### config.mk
export PLATFORM = sky130hd
export DESIGN_NAME = pad_uart_reporter
export DESIGN_NICKNAME = d
export VERILOG_FILES = /design/src/rtl/pad_uart_reporter.sv
export SDC_FILE = /design/constraint.sdc
export NUM_CORES = 1
export LEC_CHECK = 0
export ABC_AREA = 0
export CORE_MARGIN = 10
export CORE_UTILIZATION = 55
export DETAILED_ROUTE_END_ITERATION = 8
export HOLD_SLACK_MARGIN = 0.15
export PLACE_DENSITY = 0.82
export SLEW_MARGIN = 15
export SYNTH_ARGS = -nofsm -noshare
export SYNTH_HDL_FRONTEND = slang
export SYNTH_SLANG_ARGS = --single-unit
### constraint.sdc
create_clock -name clk -period 3.5 [get_ports clk]
set_input_delay 0.7 -clock clk [delete_from_list [all_inputs] [get_ports clk]]
set_output_delay 0.7 -clock clk [all_outputs]
set_load 0.01 [all_outputs]
### src/rtl/pad_uart_reporter.sv
// pad_uart_reporter
// Sends an ASCII report "P<h2><h1><h0>\r\n" of the 12-bit gamepad button
// vector over an 8N1 UART line. A report is sent whenever the button vector
// differs from the last reported value, or when force_report asks for one.
//
// Ports:
//   clk           system clock, rising edge
//   reset_n       synchronous reset, active low
//   pad_btn[11:0] button vector, synchronous to clk
//   enable        gates the start of new frames (a running frame completes)
//   force_report  single-cycle request for one frame
//   uart_tx       serial output, idle high (registered)
//   busy          high while a frame is on the line (registered)
//   frame_count   frames fully sent, wraps at 16 bits
//
// CLKS_PER_BIT must be at least 2.
//
// state | meaning
// ------+-----------------------------------------------------------
// IDLE  | line idle; waits for a button change or a pending force
// START | driving the start bit of the current byte
// DATA  | driving data bits, LSB first (bit_idx selects the bit)
// STOP  | driving the stop bit; then next byte or back to IDLE

module pad_uart_reporter #(
    parameter int CLK_HZ       = 50000000,
    parameter int BAUD         = 115200,
    parameter int CLKS_PER_BIT = CLK_HZ / BAUD
) (
    input  logic        clk,
    input  logic        reset_n,
    input  logic [11:0] pad_btn,
    input  logic        enable,
    input  logic        force_report,
    output logic        uart_tx,
    output logic        busy,
    output logic [15:0] frame_count
);

    localparam int TW = (CLKS_PER_BIT > 1) ? $clog2(CLKS_PER_BIT) : 1;
    localparam logic [TW-1:0] BIT_LAST = TW'(CLKS_PER_BIT - 1);

    typedef enum logic [1:0] {
        IDLE  = 2'd0,
        START = 2'd1,
        DATA  = 2'd2,
        STOP  = 2'd3
    } state_t;

    state_t        state_q, state_nxt;
    logic [TW-1:0] timer_q, timer_nxt;
    logic [2:0]    bit_idx_q, bit_idx_nxt;
    logic [2:0]    byte_idx_q, byte_idx_nxt;
    logic [7:0]    byte_q, byte_nxt;
    logic [11:0]   snapshot_q, snapshot_nxt;
    logic [11:0]   last_q, last_nxt;
    logic          force_q, force_nxt;
    logic          tx_q, tx_nxt;
    logic          busy_q, busy_nxt;
    logic [15:0]   frame_count_q, frame_count_nxt;
    logic          bit_done;

    function automatic logic [7:0] hex_ascii(input logic [3:0] nib);
        if (nib < 4'd10)
            return 8'h30 + {4'h0, nib};
        else
            return 8'h37 + {4'h0, nib};
    endfunction

    function automatic logic [7:0] frame_byte(input logic [2:0] idx,
                                              input logic [11:0] snap);
        logic [7:0] b;
        case (idx)
            3'd0:    b = 8'h50;
            3'd1:    b = hex_ascii(snap[11:8]);
            3'd2:    b = hex_ascii(snap[7:4]);
            3'd3:    b = hex_ascii(snap[3:0]);
            3'd4:    b = 8'h0D;
            default: b = 8'h0A;
        endcase
        return b;
    endfunction

    // Bit timer is a down-counter; a bit ends on its terminal count of zero.
    assign bit_done = (timer_q == '0);

    always_comb begin
        state_nxt       = state_q;
        timer_nxt       = bit_done ? BIT_LAST : timer_q - TW'(1);
        bit_idx_nxt     = bit_idx_q;
        byte_idx_nxt    = byte_idx_q;
        byte_nxt        = byte_q;
        snapshot_nxt    = snapshot_q;
        last_nxt        = last_q;
        force_nxt       = force_q | force_report;
        tx_nxt          = tx_q;
        busy_nxt        = busy_q;
        frame_count_nxt = frame_count_q;

        // uart_tx and busy are registered, so each transition below also
        // sets the line level of the state being entered.
        case (state_q)
            IDLE: begin
                timer_nxt = BIT_LAST;
                tx_nxt    = 1'b1;
                busy_nxt  = 1'b0;
                if (enable && ((pad_btn != last_q) || force_q)) begin
                    state_nxt    = START;
                    snapshot_nxt = pad_btn;
                    last_nxt     = pad_btn;
                    // A force arriving on the start cycle belongs to the next frame.
                    force_nxt    = force_report;
                    byte_idx_nxt = 3'd0;
                    byte_nxt     = frame_byte(3'd0, pad_btn);
                    tx_nxt       = 1'b0;
                    busy_nxt     = 1'b1;
                end
            end
            START: begin
                if (bit_done) begin
                    state_nxt   = DATA;
                    bit_idx_nxt = 3'd0;
                    tx_nxt      = byte_q[0];
                end
            end
            DATA: begin
                if (bit_done) begin
                    if (bit_idx_q == 3'd7) begin
                        state_nxt = STOP;
                        tx_nxt    = 1'b1;
                    end else begin
                        bit_idx_nxt = bit_idx_q + 3'd1;
                        tx_nxt      = byte_q[bit_idx_q + 3'd1];
                    end
                end
            end
            STOP: begin
                if (bit_done) begin
                    if (byte_idx_q < 3'd5) begin
                        state_nxt    = START;
                        byte_idx_nxt = byte_idx_q + 3'd1;
                        byte_nxt     = frame_byte(byte_idx_q + 3'd1, snapshot_q);
                        tx_nxt       = 1'b0;
                    end else begin
                        state_nxt       = IDLE;
                        busy_nxt        = 1'b0;
                        tx_nxt          = 1'b1;
                        frame_count_nxt = frame_count_q + 16'd1;
                    end
                end
            end
            default: begin
                state_nxt = IDLE;
                tx_nxt    = 1'b1;
                busy_nxt  = 1'b0;
            end
        endcase
    end

    always_ff @(posedge clk) begin
        if (!reset_n) begin
            state_q       <= IDLE;
            timer_q       <= BIT_LAST;
            bit_idx_q     <= 3'd0;
            byte_idx_q    <= 3'd0;
            byte_q        <= 8'h00;
            snapshot_q    <= 12'h000;
            last_q        <= 12'h000;
            force_q       <= 1'b0;
            tx_q          <= 1'b1;
            busy_q        <= 1'b0;
            frame_count_q <= 16'h0000;
        end else begin
            state_q       <= state_nxt;
            timer_q       <= timer_nxt;
            bit_idx_q     <= bit_idx_nxt;
            byte_idx_q    <= byte_idx_nxt;
            byte_q        <= byte_nxt;
            snapshot_q    <= snapshot_nxt;
            last_q        <= last_nxt;
            force_q       <= force_nxt;
            tx_q          <= tx_nxt;
            busy_q        <= busy_nxt;
            frame_count_q <= frame_count_nxt;
        end
    end

    assign uart_tx     = tx_q;
    assign busy        = busy_q;
    assign frame_count = frame_count_q;

endmodule

# --- Yosys cells after proc, flatten, opt, wreduce, memory -nomap -nowiden ---
# Cells that the tools add are included.
# Widths: inputs -> output; s select.
word_totals:
  elab_cells: 98
  in_bits: 16
  register_bits: 56
op_classes:
  muxes: 38
  n_eq_ne: 17
  n_reduce_logical: 15
  n_lt_le_gt_ge: 5
  n_bitwise: 3
  addsub: 10
op_table:
  columns: ["cell", "count"]
  rows:
  - ["$add 6x4->7 const A", 6]
  - ["$pmux 7 s5", 1]
  - ["$mux 8", 3]
  - ["$mux 7", 3]
  - ["$mux 3", 6]
  - ["$add 16x1->16 const B", 1]
  - ["$ne 2x2->1 const B", 8]
  - ["$pmux 8 s2", 1]
  - ["$mux 1", 13]
  - ["$lt 4x4->1 const B", 3]
  - ["$ne 12x12->1", 1]
  - ["$pmux 3 s2", 2]
  - ["$mux 2", 5]
  - ["$logic_not 9->1", 1]
  - ["$reduce_and 3->1", 3]
  - ["$sub 9x1->9 const B", 1]
  - ["$pmux 2 s4", 1]
  - ["$reduce_and 4->1", 2]
  - ["$add 3x1->3 const B", 2]
  - ["$eq 3x2->1 const B", 2]
  - ["$eq 3x3->1 const B", 2]
  - ["$reduce_and 5->1", 1]
  - ["$eq 2x2->1 const B", 2]
  - ["$lt 3x4->1 const B", 1]
  - ["15 further kinds", 17]

# --- Longest topological paths before layout ---
# Gate-level depths: netlist of run 1.
logic_depth:
  word_depth: 6
  ltp_mapped: 8
  depth_no_buf: 7

# --- Least setup slack after synthesis of run 1 ---
# No wires, ideal clock.
synth_path:
  path_type: "input -> register"
  start: "input pad_btn[0]"
  end: "register last_q[11]"
  n_path_buf: 1
  path_slack_ns: 1.456
  cell_stages: 6
  t_arrival_ns: 1.973
  cell_sequence: "xor2_1 > nor4_1 > and4_1 > clkbuf_1 > o21ai_0 > a21oi_1"
synth_via:
  elab_chain_len: 4
synth_rtl:
  columns: ["element", "line_no", "rtl"]
  rows:
  - ["start: declaration", "32", "input logic [11:0] pad_btn,"]
  - ["$ne 12x12->1", "107", "if (enable && ((pad_btn != last_q) || force_q)) begin"]
  - ["$logic_or 1x1->1", "107", null]
  - ["$logic_and 1x1->1", "107", null]
  - ["$reduce_and 2->1 (no source line)", null, null]
  - ["end signal: assignment", "180", "last_q <= last_nxt;"]
  - ["end: declaration", "56", "logic [11:0] last_q, last_nxt;"]
# No other way between the ends.
# A chain may end at the register's enable or synchronous reset.

# --- Worst setup path in the final report of run 1 ---
layout_path:
  start: "input pad_btn[0]"
  end: "register state_q[0]"
layout_via:
  elab_chain_len: 5
layout_rtl:
  columns: ["element", "line_no", "rtl"]
  rows:
  - ["$ne 12x12->1", "107", null]
  - ["$logic_or 1x1->1", "107", null]
  - ["$logic_and 1x1->1", "107", null]
  - ["$ne 2x2->1 (no source line)", null, null]
  - ["$reduce_and 5->1 (no source line)", null, null]
  - ["end signal: assignment", "174", "state_q <= state_nxt;"]
  - ["end: declaration", "50", "state_t state_q, state_nxt;"]
# No other way between the ends.

==> results of run 1 <==
## Yosys cell counts (4+ instances only)
cell	number	area share
dfxtp_1	55	0.34
nand2_1	33	0.038
a21oi_1	29	0.045
nor2_1	30	0.035
ha_1	17	0.066
nor3_1	11	0.017
clkbuf_1	12	0.014
nor4_1	8	0.015
nand4_1	15	0.029
o21ai_0	20	0.031
buf_2	4	0.0062
nand3_1	19	0.029
a31oi_1	4	0.0077
nor2b_1	5	0.0096
o211ai_1	6	0.014
inv_1	20	0.023
xnor2_1	18	0.049
xor2_1	18	0.049
## final cells by class
type	count	area, um^2	share of cell area
inverters	21	78.83	0.02129
well taps	72	90.09	0.02433
repair buffers	35	345.3	0.09327
multi-input cells	296	1991	0.5377
flip-flops and latches	55	1101	0.2974
clock buffers	5	68.82	0.01859
clock inverters	3	27.53	0.007435
## routing by layer
layer	part of all wire	GRT usage	vias up	wire (um)
met2	0.46	0.2428	108	3566
met1	0.46	0.2081	1408	3558
met5	0	0	-	0
li1	-	-	1457	-
met3	0.058	0.02484	14	450
met4	0.020	0.05299	0	155
## registers in the layout, summed over array words and instances, names as in the netlist
name / flops
byte_idx_q: 3
busy: 1
byte_q: 7
timer_q: 9
force_q: 1
uart_tx: 1
bit_idx_q: 3
last_q: 12
state_q: 2
frame_count: 16
## worst max-delay path, cell delays in order
cell             delay (ns)
clkdlybuf4s50_1        0.52
xor2_1                 0.21
nor4_1                 0.12
and4_1                 0.34
or4_1                  0.57
a211oi_1               0.26
## worst paths after layout
path / startpoint / endpoint / slack [ns] / depth (start not counted)
setup / recovery: pad_btn[0] / state_q[0] / 1.0 / 6
hold / removal: timer_q[0] / timer_q[0] / 0.42 / 1
hold reg to reg: timer_q[0] / timer_q[0] / 0.42 / 1
setup reg to reg: byte_idx_q[0] / byte_q[2] / 1.03 / 6
## where the power goes
group          internal (W)  total [W]  switching [W]  leakage, nW
clock network      0.000147   0.000373       0.000225       0.0463
registers          0.000693   0.000772      0.0000786        0.447
logic              0.000272   0.000635       0.000362        0.803
total               0.00111    0.00178       0.000666         1.30
## kinds of logic (layout without fill, tap and decap cells)
family,Yosys count,after routing
AO/OA/AOI/OAI,87,87
XOR/XNOR,37,37
AND/OR/NAND/NOR,148,148
adder cells (fa/ha/maj),17,17
buffers and inverters,38,64
multiplexers,7,7
flip-flops,55,55
## metrics by stage
step | setup WS, ns | cell area [um^2]
global placement | 0.7752 | 3606
detailed placement | 0.7789 | 3606
floorplan | 1.456 | 3243
global route | 0.8303 | 3702
finish | 0.9977 | 3702
CTS | 1.022 | 3702
==> results.md, run 1 <==
- Status: finished, final reports clean
- Mux cell area share after synthesis: 0.02662
- DRC: 0
- CP arrival: 2.72 ns
- CP required: 3.72 ns
- Sequential fraction of the synthesis area: 0.3395
- Final setup skew: 0.01343 ns
- DR pass1 iterations: 5
- # nets final: between 400 and 500
- All-Layer GR Usage: 0.1547
- EDFF count, synth: 0
- CTS root buf: clkbuf_8
- Kind of end point of the critical path: flop
- Placed Cells: 479
- Ports: 34
- Row cnt: 27
- Ys flop type: dfxtp_1
- Synth Register Bits: 55
- Max Freq: 0.3996 GHz
- Vias in the first global route: around 2,700
- Synth Area in Compound Gates: 0.1694
- Cts hold-fix bufs: 0
- Max VDD drop: 0.3659 mV
- Clock Pin Slew Worst Setup and Hold Paths: roughly 0.11 ns
- Routed WL: ~7.7 mm
- Vias per cell: 6.133
- H-tree levels: 2
- Hold WC Path Type: flop to flop
- Core Util, Final: 0.6602
- Final Instance Count excl. Fillers: between 400 and 500
- Max_slew headroom: 0.5426
- Largest family of logic cells by synthesized area: simple AND/OR/NAND/NOR gates
- DIE HEIGHT: 96.79 um
- Post-Syn Area: 3243 um^2
- DRT antenna net count: 0
- Max-slew violation count: 0
- Global-route wire length before repair: ~13 mm
- Min Hold Slack: between 0.4 and 0.5 ns
- Avg Inst Size Synth: between 8 and 9 um^2
- Mapped Cells: 389
- Share of cells above drive strength 1: 0.05060
- Final HPWL from detailed placement: roughly 5.6 mm
- Grt total ovfl: 0
- Setup tns final: 0 ns
- Netlist cell types: ~60
- Pwr Total: ~0.0018 W
- Hold Violations, Final: 0
- Max cap viols: 0
- Clock Path Buffers: 2
- Pwr Density: 480.6 nW/um^2
- DIE WIDTH: about 97 um
- Fin crit period: around 2.5 ns
- Slew @ Worst Pin: 0.6828 ns
- Ys async rst share: 0
- Ant diodes: 0
- Post-CTS setup buffers: 0
- Filler instances: ~500
- Initial core utilization: 0.5783
- CTS buffer count: 5
- CP Class: primary input to flop
- Clk Latency, worst-skew pair: ~0.32 ns
- Final period util: 0.7149
- Synth Area in XOR/XNOR: 0.1022
- Port Buffer Count: 33
- Startpoint types: primary input
- Synth Area in Adders: 0.06559
- Vias: around 3,000
- Final Setup Violations: 0
- Pin count of the biggest net entering global routing: 39
- Die area: roughly 9400 um^2
- Most common library cell in the layout ignoring fill and taps: dfxtp_1
- CTS Sinks: 55
- Core footprint: between 5000 and 6000 um^2
- DR iter-0 viols: 327
- CP max FO: 12
- TritonCTS clock tree: yes
- Post-CTS resize count: 0
- Simple-gate share of the synthesized area: 0.2500
- Area grow syn2layout: 14.16%
- Most frequent cells in the layout: 55 x dfxtp_1, 33 x nand2_1, 33 x clkdlybuf4s50_1
- Lkg Pwr: between 1 and 1.5 nW
- Initial antenna violation count: 0
- Placer Congestion: 0.8959
- RSZ-0062 raised after global routing: false
- Drt wl/cell: 15.87 um
- Syn_nets: around 420
- Synth Warn #: 0
(Power assumes the default switching activity.)
==> inputs of run 2 (changes only) <==
clock period = 2.63 ns   (was 3.5 ns; I/O delays follow)
==> run 2 against run 1 <==
  * Design area up 1.3%
  * Register-to-register slack worse by 0.80 ns
  * Clock-buffer cell count rose by 1
  * Clock power is 31% higher
  * Die area stayed put
  * Worst hold slack worse by 0.0086 ns
  * Via count decreased by 2.6%
  * Sequential share of layout area down 0.37 points
  * Global-route usage is 0.41 points higher
  * Final cell count up 1.4%
  * Critical path type is now flop to flop
==> results.md, run 2 (synthesized netlist as in run 1, its figures left out) <==
- Initial antenna violation count: 0
- Initial core utilization: 0.5783
- Kind of end point of the critical path: flop
- Reg2reg path depth: 6
- Core Util, Final: 0.6685
- Drt wl/cell: between 15 and 20 um
- CP arrival: between 2 and 3 ns
- Core footprint: around 5600 um^2
- Startpoint types: flop
- Pin count of the biggest net entering global routing: 24
- Worst r2r src: byte_idx_q[0]
- CP max FO: 18
- Vias: 2,908
- Most frequent cells in the layout: 55 x dfxtp_1, 33 x nand2_1, 33 x clkdlybuf4s50_1
- # nets final: between 400 and 500
- Max-slew violation count: 0
- Final setup skew: between 0.008 and 0.009 ns
- All-Layer GR Usage: 0.1588
- Fin crit period: 2.398 ns
- Clock Pin Slew Worst Setup and Hold Paths: roughly 0.11 ns
- Vias per cell: approximately 5.9
- Hold path depth: 1
- Routed WL: 7.537 mm
- DIE HEIGHT: approximately 97 um
- Final HPWL from detailed placement: 5.720 mm
- Placer Congestion: 0.9583
- Max_slew headroom: 0.5206
- Clock Path Buffers: 2
- Share of cells above drive strength 1: 0.06398
- Most common library cell in the layout ignoring fill and taps: dfxtp_1
- CTS buffer count: 5
- DP Area: ~3700 um^2
- CP Class: flop to flop
- CTS Sinks: 55
- Port Buffer Count: 33
- RSZ-0062 raised after global routing: false
- Post-route cell area: around 3700 um^2
- Final period util: 0.9117
- H-tree levels: 2
- Final Setup Violations: 0
- Max cap viols: 0
- DRT antenna net count: 0
- Pwr Density: 627.8 nW/um^2
- Ports: 34
- Pwr Total: 0.002354 W
- Area grow syn2layout: 15.59%
- Worst Hold Path EP: timer_q[0]
- DR iter-0 viols: between 200 and 250
- CP required: 2.89 ns
- Post-CTS resize count: 0
- Cts hold-fix bufs: 0
- Min Hold Slack: between 0.4 and 0.5 ns
- Lkg Pwr: 1.330 nW
- Status: finished, final reports clean
- Global-route wire length before repair: around 13 mm
- TritonCTS clock tree: yes
- DIE WIDTH: 96.79 um
- Vias in the first global route: between 2,000 and 3,000
- DRC: 0
- Worst R2R End: byte_q[2]
- Hold Violations, Final: 0
- Max VDD drop: 0.3837 mV
- HP Start: timer_q[0]
- R2R Setup Slk: between 0.2 and 0.25 ns
- Clk Latency, worst-skew pair: 0.32 ns
- DR pass1 iterations: 4
- Setup tns final: 0 ns
- Row cnt: 27
- Max Freq: between 0.4 and 0.5 GHz
- Slew @ Worst Pin: 0.7156 ns
- Hold WC Path Type: flop to flop
- Ant diodes: 0
- Grt total ovfl: 0
- Max FFs per register: 16
- Die area: 9368 um^2
- CTS root buf: clkbuf_8
- Post-CTS setup buffers: 0
run 2: how the worst max path moves through the flow:
stage	from	endpoint	slack, ns	cells after the start
finish	byte_idx_q[0]	byte_q[2]	0.23	6
global route	byte_idx_q[0]	byte_q[2]	0.07	6
global placement	pad_btn[7]	state_q[0]	0.10	7
detailed placement	pad_btn[3]	state_q[0]	0.07	7
floorplan	state_q[1]	byte_q[2]	0.71	6
CTS	byte_idx_q[0]	byte_q[2]	0.25	6
run 2: report_power, final:
group	internal, W	total, W	switching, W
clock network	0.000192	0.000489	0.000296
logic	0.000366	0.000843	0.000477
registers	0.000922	0.00102	0.0000995
total	0.00148	0.00235	0.000873
run 2: critical path: stages (launching register included):
cell and delay (ns):
dfxtp_1 0.39, ha_1 0.31, xnor2_2 0.59, nand2_1 0.20, o2111ai_1 0.26, or4b_1 0.45, a21oi_1 0.14
run 2: stage by stage:
stage                     instances  worst slack [ns]
after floorplan                 389            0.7124
after global placement          486            0.1013
after detailed placement        486           0.07143
after CTS                       494            0.2462
after global routing            494           0.07247
final                           494            0.2323
run 2: final cells by class:
type / instances / area [um^2]
Timing Repair Buffer: 42 / 397.9
Multi-Input combinational cell: 296 / 1991
Clock buffer: 6 / 72.57
Inverter: 21 / 78.83
Fill cell: 492 / 1859
Clock inverter: 2 / 17.52
Tap cell: 72 / 90.09
Sequential cell: 55 / 1101
run 2: per-layer routing:
layer  track usage  up-vias  share of wire
li1              -     1470              -
met1        0.2116     1351           0.47
met2        0.2536       78           0.46
met3       0.02697        9          0.052
met4       0.04848        0          0.012
met5             0        -              0
